## src/rtl/pit_pkg.sv

```systemverilog
// Shared encodings, FSM states and command/bus types for the 8253-style PIT bus master.
package pit_pkg;
  localparam logic       OP_PROG  = 1'b0;
  localparam logic       OP_READ  = 1'b1;
  localparam logic [1:0] RL_LATCH = 2'b00;
  localparam logic [1:0] RL_LSB   = 2'b01;
  localparam logic [1:0] RL_MSB   = 2'b10;
  localparam logic [1:0] RL_WORD  = 2'b11;
  localparam logic [1:0] CW_ADDR  = 2'd3;

  // Phases of one bus cycle
  typedef enum logic [2:0] {IDLE, SETUP, STROBE, HOLD, GAP, DONE} pit_state_t;
  // Command sequencer
  typedef enum logic [1:0] {S_IDLE, S_ISSUE, S_RUN, S_DONE} seq_state_t;

  typedef struct packed {
    logic        op;
    logic [1:0]  ch;
    logic [1:0]  rl;
    logic [2:0]  mode;
    logic        bcd;
    logic [15:0] count;
  } pit_cmd_t;

  typedef struct packed {
    logic       rd;
    logic [1:0] addr;
    logic [7:0] data;
  } bus_req_t;

  // Step 0 is always the control/latch word; steps 1..2 move count bytes.
  function automatic bus_req_t step_req(input pit_cmd_t c, input logic [1:0] step);
    bus_req_t r;
    logic     msb;
    r    = '0;
    msb  = (step == 2'd2) || (c.rl == RL_MSB);
    r.addr = CW_ADDR;
    r.data = (c.op == OP_READ) ? {c.ch, 6'b000000} : {c.ch, c.rl, c.mode, c.bcd};
    if (step != 2'd0) begin
      r.addr = c.ch;
      r.rd   = (c.op == OP_READ);
      r.data = msb ? c.count[15:8] : c.count[7:0];
    end
    return r;
  endfunction
endpackage

```

## src/rtl/pit_bus_cycle.sv

```systemverilog
// One SETUP/STROBE/HOLD/GAP peripheral bus cycle; start is taken in IDLE or on the
// final GAP cycle so back-to-back cycles keep exactly GAP idle cycles between them.
module pit_bus_cycle
  import pit_pkg::*;
#(
  parameter int STROBE_LEN = 2,
  parameter int GAP_LEN    = 1
) (
  input  logic       clk_sys,
  input  logic       reset,
  input  logic       start,
  input  bus_req_t   req,
  input  logic [7:0] din,
  output logic       done,
  output logic [7:0] rbyte,
  output logic [1:0] addr,
  output logic [7:0] dout,
  output logic       wr,
  output logic       rd
);
  pit_state_t state, state_n;
  logic [3:0] cnt;
  logic       is_rd;
  logic       last_stb;

  assign last_stb = (cnt == 4'(STROBE_LEN - 1));
  assign done     = (state == GAP) && (cnt == 4'(GAP_LEN - 1));
  // Strobes decode straight from the state so an async reset drops them at once.
  assign wr       = (state == STROBE) && !is_rd;
  assign rd       = (state == STROBE) && is_rd;

  always_ff @(posedge clk_sys or posedge reset) begin
    if (reset) state <= IDLE;
    else       state <= state_n;
  end

  always_comb begin
    state_n = state;
    case (state)
      IDLE:    if (start) state_n = SETUP;
      SETUP:   state_n = STROBE;
      STROBE:  if (last_stb) state_n = HOLD;
      HOLD:    state_n = GAP;
      GAP:     if (done) state_n = start ? SETUP : IDLE;
      default: state_n = IDLE;
    endcase
  end

  always_ff @(posedge clk_sys or posedge reset) begin
    if (reset) begin
      cnt   <= '0;
      is_rd <= 1'b0;
      addr  <= '0;
      dout  <= '0;
      rbyte <= '0;
    end else begin
      cnt <= (state_n != state) ? 4'd0 : cnt + 4'd1;
      if (start && (state == IDLE || done)) begin
        is_rd <= req.rd;
        addr  <= req.addr;
        dout  <= req.rd ? 8'h00 : req.data;
      end
      if (state == STROBE && last_stb && is_rd) rbyte <= din;
    end
  end
endmodule

```

## src/rtl/pit_bus_master.sv

```systemverilog
// Accepts program / latch-and-read commands and sequences the bus cycles they need
// through pit_bus_cycle, returning a one-cycle completion with read data.
module pit_bus_master
  import pit_pkg::*;
#(
  parameter int STROBE_LEN = 2,
  parameter int GAP        = 1
) (
  input  logic        clk_sys,
  input  logic        reset,
  input  logic        cmd_valid,
  output logic        cmd_ready,
  input  logic        cmd_op,
  input  logic [1:0]  cmd_ch,
  input  logic [1:0]  cmd_rl,
  input  logic [2:0]  cmd_mode,
  input  logic        cmd_bcd,
  input  logic [15:0] cmd_count,
  output logic        rsp_valid,
  output logic        rsp_err,
  output logic [15:0] rsp_data,
  output logic [1:0]  addr,
  output logic [7:0]  dout,
  output logic        wr,
  output logic        rd,
  input  logic [7:0]  din
);
  seq_state_t  state, state_n;
  pit_cmd_t    cmd;
  bus_req_t    req;
  logic [1:0]  step, last_step, req_step;
  logic [15:0] acc, acc_n;
  logic [7:0]  rbyte;
  logic        err, accept, start, cyc_done, msb;

  assign cmd_ready = (state == S_IDLE) || (state == S_DONE);
  assign accept    = cmd_valid && cmd_ready;
  assign rsp_valid = (state == S_DONE);
  assign rsp_err   = rsp_valid && err;
  assign last_step = (cmd.rl == RL_WORD) ? 2'd2 : 2'd1;
  // While running, the request on offer is the one that follows the cycle in flight.
  assign req_step  = (state == S_RUN) ? step + 2'd1 : 2'd0;
  assign req       = step_req(cmd, req_step);
  assign msb       = (step == 2'd2) || (cmd.rl == RL_MSB);
  assign acc_n     = msb ? {rbyte, acc[7:0]} : {acc[15:8], rbyte};

  pit_bus_cycle #(.STROBE_LEN(STROBE_LEN), .GAP_LEN(GAP)) u_cycle (
    .clk_sys (clk_sys),
    .reset   (reset),
    .start   (start),
    .req     (req),
    .din     (din),
    .done    (cyc_done),
    .rbyte   (rbyte),
    .addr    (addr),
    .dout    (dout),
    .wr      (wr),
    .rd      (rd)
  );

  always_ff @(posedge clk_sys or posedge reset) begin
    if (reset) state <= S_IDLE;
    else       state <= state_n;
  end

  always_comb begin
    state_n = state;
    start   = 1'b0;
    case (state)
      S_IDLE:  if (accept) state_n = S_ISSUE;
      S_ISSUE: begin
        if (err) state_n = S_DONE;
        else begin
          start   = 1'b1;
          state_n = S_RUN;
        end
      end
      S_RUN: begin
        if (cyc_done) begin
          if (step == last_step) state_n = S_DONE;
          else                   start   = 1'b1;
        end
      end
      S_DONE:  state_n = accept ? S_ISSUE : S_IDLE;
      default: state_n = S_IDLE;
    endcase
  end

  always_ff @(posedge clk_sys or posedge reset) begin
    if (reset) begin
      cmd      <= '0;
      step     <= '0;
      acc      <= '0;
      err      <= 1'b0;
      rsp_data <= '0;
    end else begin
      if (accept) begin
        cmd  <= {cmd_op, cmd_ch, cmd_rl, cmd_mode, cmd_bcd, cmd_count};
        step <= '0;
        acc  <= '0;
        err  <= (cmd_ch == 2'd3) || (cmd_rl == RL_LATCH);
      end else if (state == S_ISSUE && err) begin
        rsp_data <= '0;
      end else if (state == S_RUN && cyc_done) begin
        step <= step + 2'd1;
        if (cmd.op == OP_READ && step != 2'd0) begin
          acc <= acc_n;
          if (step == last_step) rsp_data <= acc_n;
        end
      end
    end
  end
endmodule
```

## config.mk

```make
export PLATFORM = sky130hd
export DESIGN_NAME = pit_bus_master
export DESIGN_NICKNAME = d
export VERILOG_FILES = /design/src/rtl/pit_pkg.sv /design/src/rtl/pit_bus_cycle.sv /design/src/rtl/pit_bus_master.sv
export SDC_FILE = /design/constraint.sdc
export NUM_CORES = 1
export LEC_CHECK = 0
export ABC_AREA = 1
export BUFFER_PORTS_ARGS = -buffer_cell sky130_fd_sc_hd__buf_4
export CORE_MARGIN = 3
export CORE_UTILIZATION = 30
export DETAILED_ROUTE_END_ITERATION = 12
export GPL_ROUTABILITY_DRIVEN = 0
export MAX_ROUTING_LAYER = met4
export PLACE_DENSITY_LB_ADDON = 0.08
export SLEW_MARGIN = 5
export SYNTH_ARGS = -nofsm -noshare
export SYNTH_HDL_FRONTEND = slang
export SYNTH_SLANG_ARGS = --single-unit
```

## constraint.sdc

```tcl
create_clock -name clk_sys -period 3.2 [get_ports clk_sys]
set_input_delay 0.64 -clock clk_sys [delete_from_list [all_inputs] [get_ports clk_sys]]
set_output_delay 0.64 -clock clk_sys [all_outputs]
set_load 0.05 [all_outputs]
```

==> results list, run 1 <==
- The worst pin sits at a relative slew slack of roughly 37%.
- Synthesized instance count: about 500
* Leak pwr: ~2.6 nW
- After clock tree synthesis, the clock-pin slew on the worst setup and hold paths is 60 ps.
* Mean area per synthesized cell: around 8.5 um^2
* Relative contribution of the clock network to total power: around 20%
- In the final routed layout, each cell accounts on average for between 10 and 15 um.
- Summed over all layers, the routed wires come to about 11000 um.
- The worst register-to-register path has a depth of 8.
- Largest buffer count on any clock path: 2
- The number of antenna diodes in the final layout is 0.
* CTS Hold Buffers Added: 0
* Simple-gate area share of the yosys netlist: around 27%
* Synthesized flop and latch total: 88
- Num rows: 42
- Core outline area: 13500 um^2
* Number of enable flip-flop cells after synthesis: 0
- Count of final hold-check violations: 0
- The flow ran to the end, and the final reports show no timing, DRC or antenna violations.
- The setup check on the worst reg-to-reg path leaves a slack of about 930 ps.
- For the pin with the worst max-slew slack, the measured transition is 947 ps.
* Upper clock frequency limit: roughly 440 MHz
- For this block, the via count after detailed routing is ~3400.
* Min-delay worst type: primary input to async pin
* Largest family of logic cells by synthesized area: simple AND/OR/NAND/NOR gates
- Number of different library cells in the post-synthesis netlist: 32
- Number of gates resized after CTS: 0
* CTS tree: yes
* Fraction of layout cells with a size suffix above 1: 21.5%
* Sequential cell fraction of total power: approximately a third
- Overall Global Routing Usage: between 10% and 20%
- Summed over all nets, the half-perimeter wirelength after detailed placement is around 7400 um.
* Number of nets at the end of the flow: 604
- Leading cell types in the layout, fill and taps excluded: 183 x nand2_1, 88 x dfrtp_1, 70 x buf_4, 34 x nand3_1, 28 x inv_1
* Power per standard cell area: about 990 nW/um^2
- Core utilization of the finished layout: between 30% and 40%
- Critical path capture point type: register
* Most common cell after layout, fill and taps aside: nand2_1
- The H-tree was split into 3 levels.
* Period Utilization, post-route: slightly above 70%
- Net switching is a little under half of the power.
* Number of CTS-inserted buffers: 9
- The share of synthesized area in the top cell type comes to between 50% and 60%.
- The total overflow left after global routing is 0.
- Layout overhead on the synthesized area: 21.7%
* Switching power of the nets: roughly 2.3 mW
- Counting every sink on the clock net gives 88.
- Port Buffers: between 60 and 70
- For this run, the number of Yosys warnings is 0.
- The first global-routing pass estimated around 18000 um of wire.
* Vias per inst: between 4 and 5
- Required time of the worst setup path: between 3000 and 4000 ps
- Yosys attributes the largest share of cell area to dfrtp_1 52%, nand2_1 16%, nand3_1 4.0%.
- Worst flop-to-flop path startpoint: state[1]
- Initial DRT Pass Iterations: 4
- Die X-Extent: around 120 um
- The worst setup path is of the register to register kind.
- Number of setup buffers added after CTS: 0
* Worst clock skew: 6.51 ps
- Combinational logic burns between 40% and 50% of the power.
* Multiplexer area fraction after synthesis: 0%
- Number of inserted filler cells in the final layout: 1412
- Total negative slack: 0 ps
- The floorplan step defined a die boundary enclosing approximately 16000 um^2.
- The synthesized netlist devotes less than 1% of its cell area to XOR and XNOR gates.
- Commonest register cell after synthesis: dfrtp_1
- The mapped netlist covers 4220 um^2.
- Die H: between 100 and 150 um
- Across the run, the number of max-cap violations was 0.
- Largest driver fanout on the critical path: 20
* Source-to-sink clock delay at the later pin of the worst-skew pair: 340 ps
- Across the VDD grid, the largest voltage drop is 337 uV.
* Antenna violations before repair: 0
- 67 I/O pins were placed.
* Arrival time worst endpoint: 2480 ps
- Summing the areas of all compound-gate instances in the mapped netlist gives between 10% and 20% of the synthesized area.
* Vias in the first global route: roughly 3500
- FFs w/ async S/R, synth: 100%
- Capture instance of the worst register-to-register path: acc[0]
- Sequential cell area fraction in the yosys report: a little over half
- Setup repair after global routing missed its margin: false
* Count of antenna-violating nets left after detailed routing: 0
* Startpoint Class: register
* DRC Markers: 0
* Number of DRC markers in iteration 0: ~190
- Synthesis produced a netlist with a net count of 543.
- Arithmetic-cell share of the synthesized area counting full adders, half adders and majority gates: under 10%
- Pin count of the biggest net entering global routing: 45
* Starting density of the core: 31.2%
* Internal power: approximately 2.8 mW
* Final Max Tran Viols: 0
* Library cell used as clock root buffer: clkbuf_16
- Post-synth top area cell: dfrtp_1
- The clock period could shrink to 2270 ps.
- Setup violations remaining at the end of the flow were counted as 0.
[per-layer routing]
metal  up-vias  global-route usage [%]  share of wire [%]
li1       1718                       -                  -
met1      1580                    20.6                 51
met2        63                    21.5                 45
met3         9                    2.53                3.1
met4         0                    5.67                1.3
met5         -                       -                  0
[registers in the layout (all words and copies together), names as in the netlist]
name           cells
cmd               25
acc               16
rsp_data          16
u_cycle.dout       8
u_cycle.rbyte      8
u_cycle.cnt        4
u_cycle.state      3
state              2
step               2
u_cycle.addr       2
err                1
u_cycle.is_rd      1
[power by group through the flow]
stage | clock network, mW | registers, mW | logic, mW
after floorplan | 0 | 1.98 | 1.45
after global placement | 0 | 1.73 | 2.38
after detailed placement | 0 | 1.74 | 2.40
after CTS | 1.05 | 1.72 | 2.41
after global routing | 1.11 | 1.77 | 2.65
final | 1.02 | 1.72 | 2.36
[worst max-delay path: stages (launching register included)]
cell and delay [ps]:
dfrtp_1 400, inv_1 90, ha_1 190, nand2_1 580, nand3_4 200, nor2_8 280, inv_2 210, nand2_1 120
a21oi_2 50
[cells in the mapped netlist (2+ instances only)]
library cell,instances
nand2_1,183
dfrtp_1,88
nand3_1,34
inv_1,29
o21ai_0,27
nor2_1,26
buf_2,11
a21oi_1,10
ha_1,10
o21ai_2,10
a211oi_1,9
o211ai_1,9
o21ai_1,9
inv_2,8
nand2_2,6
clkbuf_1,4
buf_6,3
nor2_4,3
a21oi_2,2
buf_4,2
nand3_2,2
nor2_2,2
[worst max path at each step]
stage                        start            to  slack [ps]  cells after the start
final                     state[1]        acc[0]         930                      8
after global routing       step[0]  rsp_data[12]         720                      8
after floorplan              reset        acc[0]         280                      1
after global placement    state[1]        acc[1]         990                      8
after detailed placement  state[1]        acc[0]         920                      8
after CTS                 state[1]        acc[6]         910                      8
[final cells by class]
type | count | area, um^2 | area share, %
tap | 176 | 220 | 4.29
clock buffer | 14 | 274 | 5.34
timing repair buffer | 70 | 526 | 10.2
sequential | 88 | 2200 | 42.9
multi-input combinational | 352 | 1760 | 34.3
inverter | 37 | 140 | 2.73
clock inverter | 2 | 12.5 | 0.244
[logic make-up (layout without fill, tap and decap cells)]
family | Yosys count | after routing
AO/OA/AOI/OAI | 77 | 77
buffers and inverters | 57 | 123
flip-flops | 88 | 88
AND/OR/NAND/NOR | 263 | 263
XOR/XNOR | 2 | 2
adder cells (fa/ha/maj) | 10 | 10
[through the flow]
| stage | instances | power (mW) | hold WS [ps] | worst slack [ps] | area, um^2 |
|---|---|---|---|---|---|
| 2_1_floorplan | 497 | 3.43 | 449 | 281 | 4220 |
| 3_3_place_gp | 723 | 4.12 | 464 | 986 | 4850 |
| 3_5_place_dp | 723 | 4.13 | 465 | 919 | 4850 |
| 4_1_cts | 739 | 5.18 | 456 | 908 | 5130 |
| 5_1_grt | 739 | 5.53 | 483 | 718 | 5130 |
| 6_report | 739 | 5.09 | 420 | 930 | 5130 |
Note: power is estimated with default switching activity, not from simulation.
==> run 2: changes to the inputs <==
==> constraint.sdc (replaced) <==
create_clock -name clk_sys -period 2.1 [get_ports clk_sys]
set_input_delay 0.42 -clock clk_sys [delete_from_list [all_inputs] [get_ports clk_sys]]
set_output_delay 0.42 -clock clk_sys [all_outputs]
set_load 0.05 [all_outputs]
==> run 2 against run 1 <==
Cell count up 0.54%. Sequential cell count unchanged. Via count about the same. Combinational power up 58%. Setup slack worse by 720 ps. Register-to-register slack worse by 720 ps. Count of clock-buffer cells in the layout down 2. Die area unchanged. Cell area up 2.0%. Hold slack worse by 250 ps. Critical endpoint is now rsp_data[0]. Largest cell class unchanged. Largest power group unchanged.
==> results list, run 2 (synthesized netlist as in run 1, its figures left out) <==
- Part of the power in combinational logic: 46.3% (about the same)
- Largest registers: cmd (25), acc (16), rsp_data (16) (unchanged).
* CTS tree: yes (unchanged)
- Cell breakdown of the critical path: inv_1 > ha_1 > inv_2 > nand2_1 > inv_2 > a21oi_1 > nand2_2 > buf_4 > nand2_1 > o21ai_2 (was inv_1 > ha_1 > nand2_1 > nand3_4 > nor2_8 > inv_2 > nand2_1 > a21oi_2).
* Power per standard cell area: 1530 nW/um^2 (was 992 nW/um^2)
- Drt wl/cell: 14.3 um (about the same)
- Clock transition at the registers of the reported paths: 60 ps (about the same)
- The setup skew after layout is 4.86 ps (was 6.51 ps).
- Top register by number of flip-flops: cmd (unchanged)
- The total die area is 15500 um^2 (unchanged).
- Num rows: 42 (unchanged)
- The remaining antenna violation count was 0 (unchanged).
- Worst-path cell with the longest stage delay: dfrtp_1 (was nand2_1)
* Max-capacitance violation count: 0 (unchanged)
- Total routed wirelength: 10600 um (was 10500 um)
- Total placed instance area: 4920 um^2 (was 4850 um^2)
- The arrival time at the worst endpoint was 2170 ps (was 2480 ps).
* Min Tclk post-route: 1890 ps (was 2270 ps)
- The overall track demand over capacity in global routing was 14.6% (was 14.8%).
- The number of placed instances with taps included came to 728 (was 723).
* Vias per inst: 4.53 (was 4.56)
* Fraction of power spent switching nets: 44.7% (was 45.6%)
- Vias in the first global route: 3318 (was 3509)
- Critical path capture point type: register (unchanged)
- The aggregate negative setup slack is 0 ps (unchanged).
- The number of inserted diodes was 0 (unchanged).
* DRC Markers: 0 (unchanged)
- Min-delay worst type: primary input to async pin (unchanged)
* Antenna violations before repair: 0 (unchanged)
- Setup violation total in the final timing report: 0 (unchanged)
* Half-perimeter wire length after placement: 7240 um (was 7410 um)
- The worst endpoint required time came to 2380 ps (was 3410 ps).
* Largest driver fanout on the critical path: 24 (was 20)
- The worst IR drop on VDD was 546 uV (was 337 uV).
- The worst hold margin is 172 ps (was 420 ps).
- The type of origin of the critical path is a register (unchanged).
* First-pass GRT wire length: 17600 um (was 18000 um)
- The number of max-slew violations in the final report is 0 (unchanged).
* Number of DRC markers in iteration 0: 232 (was 194)
- Worst setup margin: 208 ps (was 930 ps)
- Count of final hold-check violations: 0 (unchanged)
* Initial DRT Pass Iterations: 4 (unchanged)
- The maximum cell stage delay along the critical path is 400 ps (was 580 ps).
- Post-route cell area: 5240 um^2 (was 5130 um^2)
- The transition time at the pin with the least slew margin came to 522 ps (was 947 ps).
- Largest buffer count on any clock path: 2 (unchanged)
* Number of setup buffers added after CTS: 0 (unchanged)
- The switching power of the nets was 3.59 mW (was 2.32 mW).
- Post-Place Worst Slack: 98.1 ps (was 919 ps)
- Power Total: 8.02 mW (was 5.09 mW)
- Sequential cell fraction of total power: 32.9% (was 33.7%)
- The achievable frequency is 529 MHz (was 441 MHz).
* Relative contribution of the clock network to total power: 20.8% (was 20.0%)
- Leading cell types in the layout, fill and taps excluded: 183 x nand2_1, 88 x dfrtp_1, 72 x buf_4, 34 x nand3_1, 28 x inv_1 (was 183 x nand2_1, 88 x dfrtp_1, 70 x buf_4, 34 x nand3_1, 28 x inv_1)
- The internal power contribution is 4.43 mW (was 2.77 mW).
- The vias after detailed routing came to 3367 (was 3370).
- Port Buffers: 66 (unchanged)
- Most common cell after layout, fill and taps aside: nand2_1 (unchanged)
- The layout-stage area growth over the synthesis result is 24.2% (was 21.7%).
- The leakage component of the power is 2.66 nW (was 2.61 nW).
- Worst-case headroom to the max-slew limit: 65.2% (was 36.7%)
- The vertical die dimension came to 125 um (unchanged).
- Total congestion overflow after global routing: 0 (unchanged)
- The top-level port count was 67 (unchanged).
- The H-tree level count was 3 (unchanged).
- The met2 usage in global routing is 19.9% (was 21.5%).
* Source-to-sink clock delay at the later pin of the worst-skew pair: 350 ps (was 340 ps)
- Status: finished, final reports clean (unchanged).
* Period Utilization, post-route: 90.1% (was 70.9%)
* Core utilization of the finished layout: 38.8% (was 38.0%)
* Core outline area: 13500 um^2 (unchanged)
- GR met1 Demand/Resource: 21.2% (was 20.6%)
- The library cell used as clock root buffer is clkbuf_16 (unchanged).
* Setup repair after global routing missed its margin: false (unchanged)
- The number of standard cells in the final layout excluding fillers is 743 (was 739).
- Fraction of layout cells with a size suffix above 1: 22.8% (was 21.5%)
- The die width is 125 um (unchanged).
* Global Route met3 Usage: 2.62% (was 2.53%)
* Layer with the highest usage after global routing: met1 (was met2)
- Kind of cell adding the most delay to the critical path: buffers and inverters (was simple AND/OR/NAND/NOR gates)
* Number of CTS-inserted buffers: 9 (unchanged)
* Type of the worst setup path: register to register (unchanged)
- The number of nets in the finished design came to 609 (was 604).
- The TritonCTS sink count was 88 (unchanged).
* Buffers and inverters on the worst path: 4 (was 2)
* Flip-flop count of the largest register, all copies and words added: 25 (unchanged)
- Starting density of the core: 31.2% (unchanged)
- The largest net degree at the start of global routing was 89 (was 45).
## run 2: layout make-up
type,count,area [um^2]
Clock buffer,12,267
Clock inverter,3,40.0
Fill cell,1403,8270
Inverter,37,143
Multi-Input combinational cell,352,1770
Sequential cell,88,2200
Tap cell,176,220
Timing Repair Buffer,75,601
## run 2: routing by layer
layer | vias to the layer above | wire length [um]
li1 | 1729 | -
met1 | 1561 | 5490
met2 | 60 | 4510
met3 | 17 | 417
met4 | 0 | 206
met5 | - | 0
## run 2: worst paths after layout
check,from,to,slack (ps),cells past startpoint
worst max-delay path,state[0],rsp_data[0],210,10
worst min-delay path,reset,state[0],170,3
worst max register to register,state[0],rsp_data[0],210,10
worst min register to register,rsp_data[9],rsp_data[9],480,2
max in group asynchronous,reset,u_cycle.addr[1],1500,3
min in group clk_sys,cmd_count[8],cmd[8],260,3
## run 2: worst register-to-register path, stage by stage, from the launching register on
cell	delay, ps
dfrtp_1	400
inv_1	100
ha_1	330
inv_2	80
nand2_1	80
inv_2	210
a21oi_1	80
nand2_2	80
buf_4	290
nand2_1	110
o21ai_2	60
## run 2: repair_timing
item	in CTS	in global routing
resized for setup	0	2
endpoints found under the hold margin	0	0
hold buffers	0	0
endpoints found under the setup margin	0	6
## run 2: power groups by stage
stage / logic (mW) / registers [mW] / clock network (mW)
after floorplan: 2.21 / 3.02 / 0
after global placement: 3.75 / 2.66 / 0
after detailed placement: 3.74 / 2.68 / 0
after CTS: 3.76 / 2.65 / 1.72
after global routing: 4.19 / 2.71 / 1.79
final: 3.72 / 2.64 / 1.67
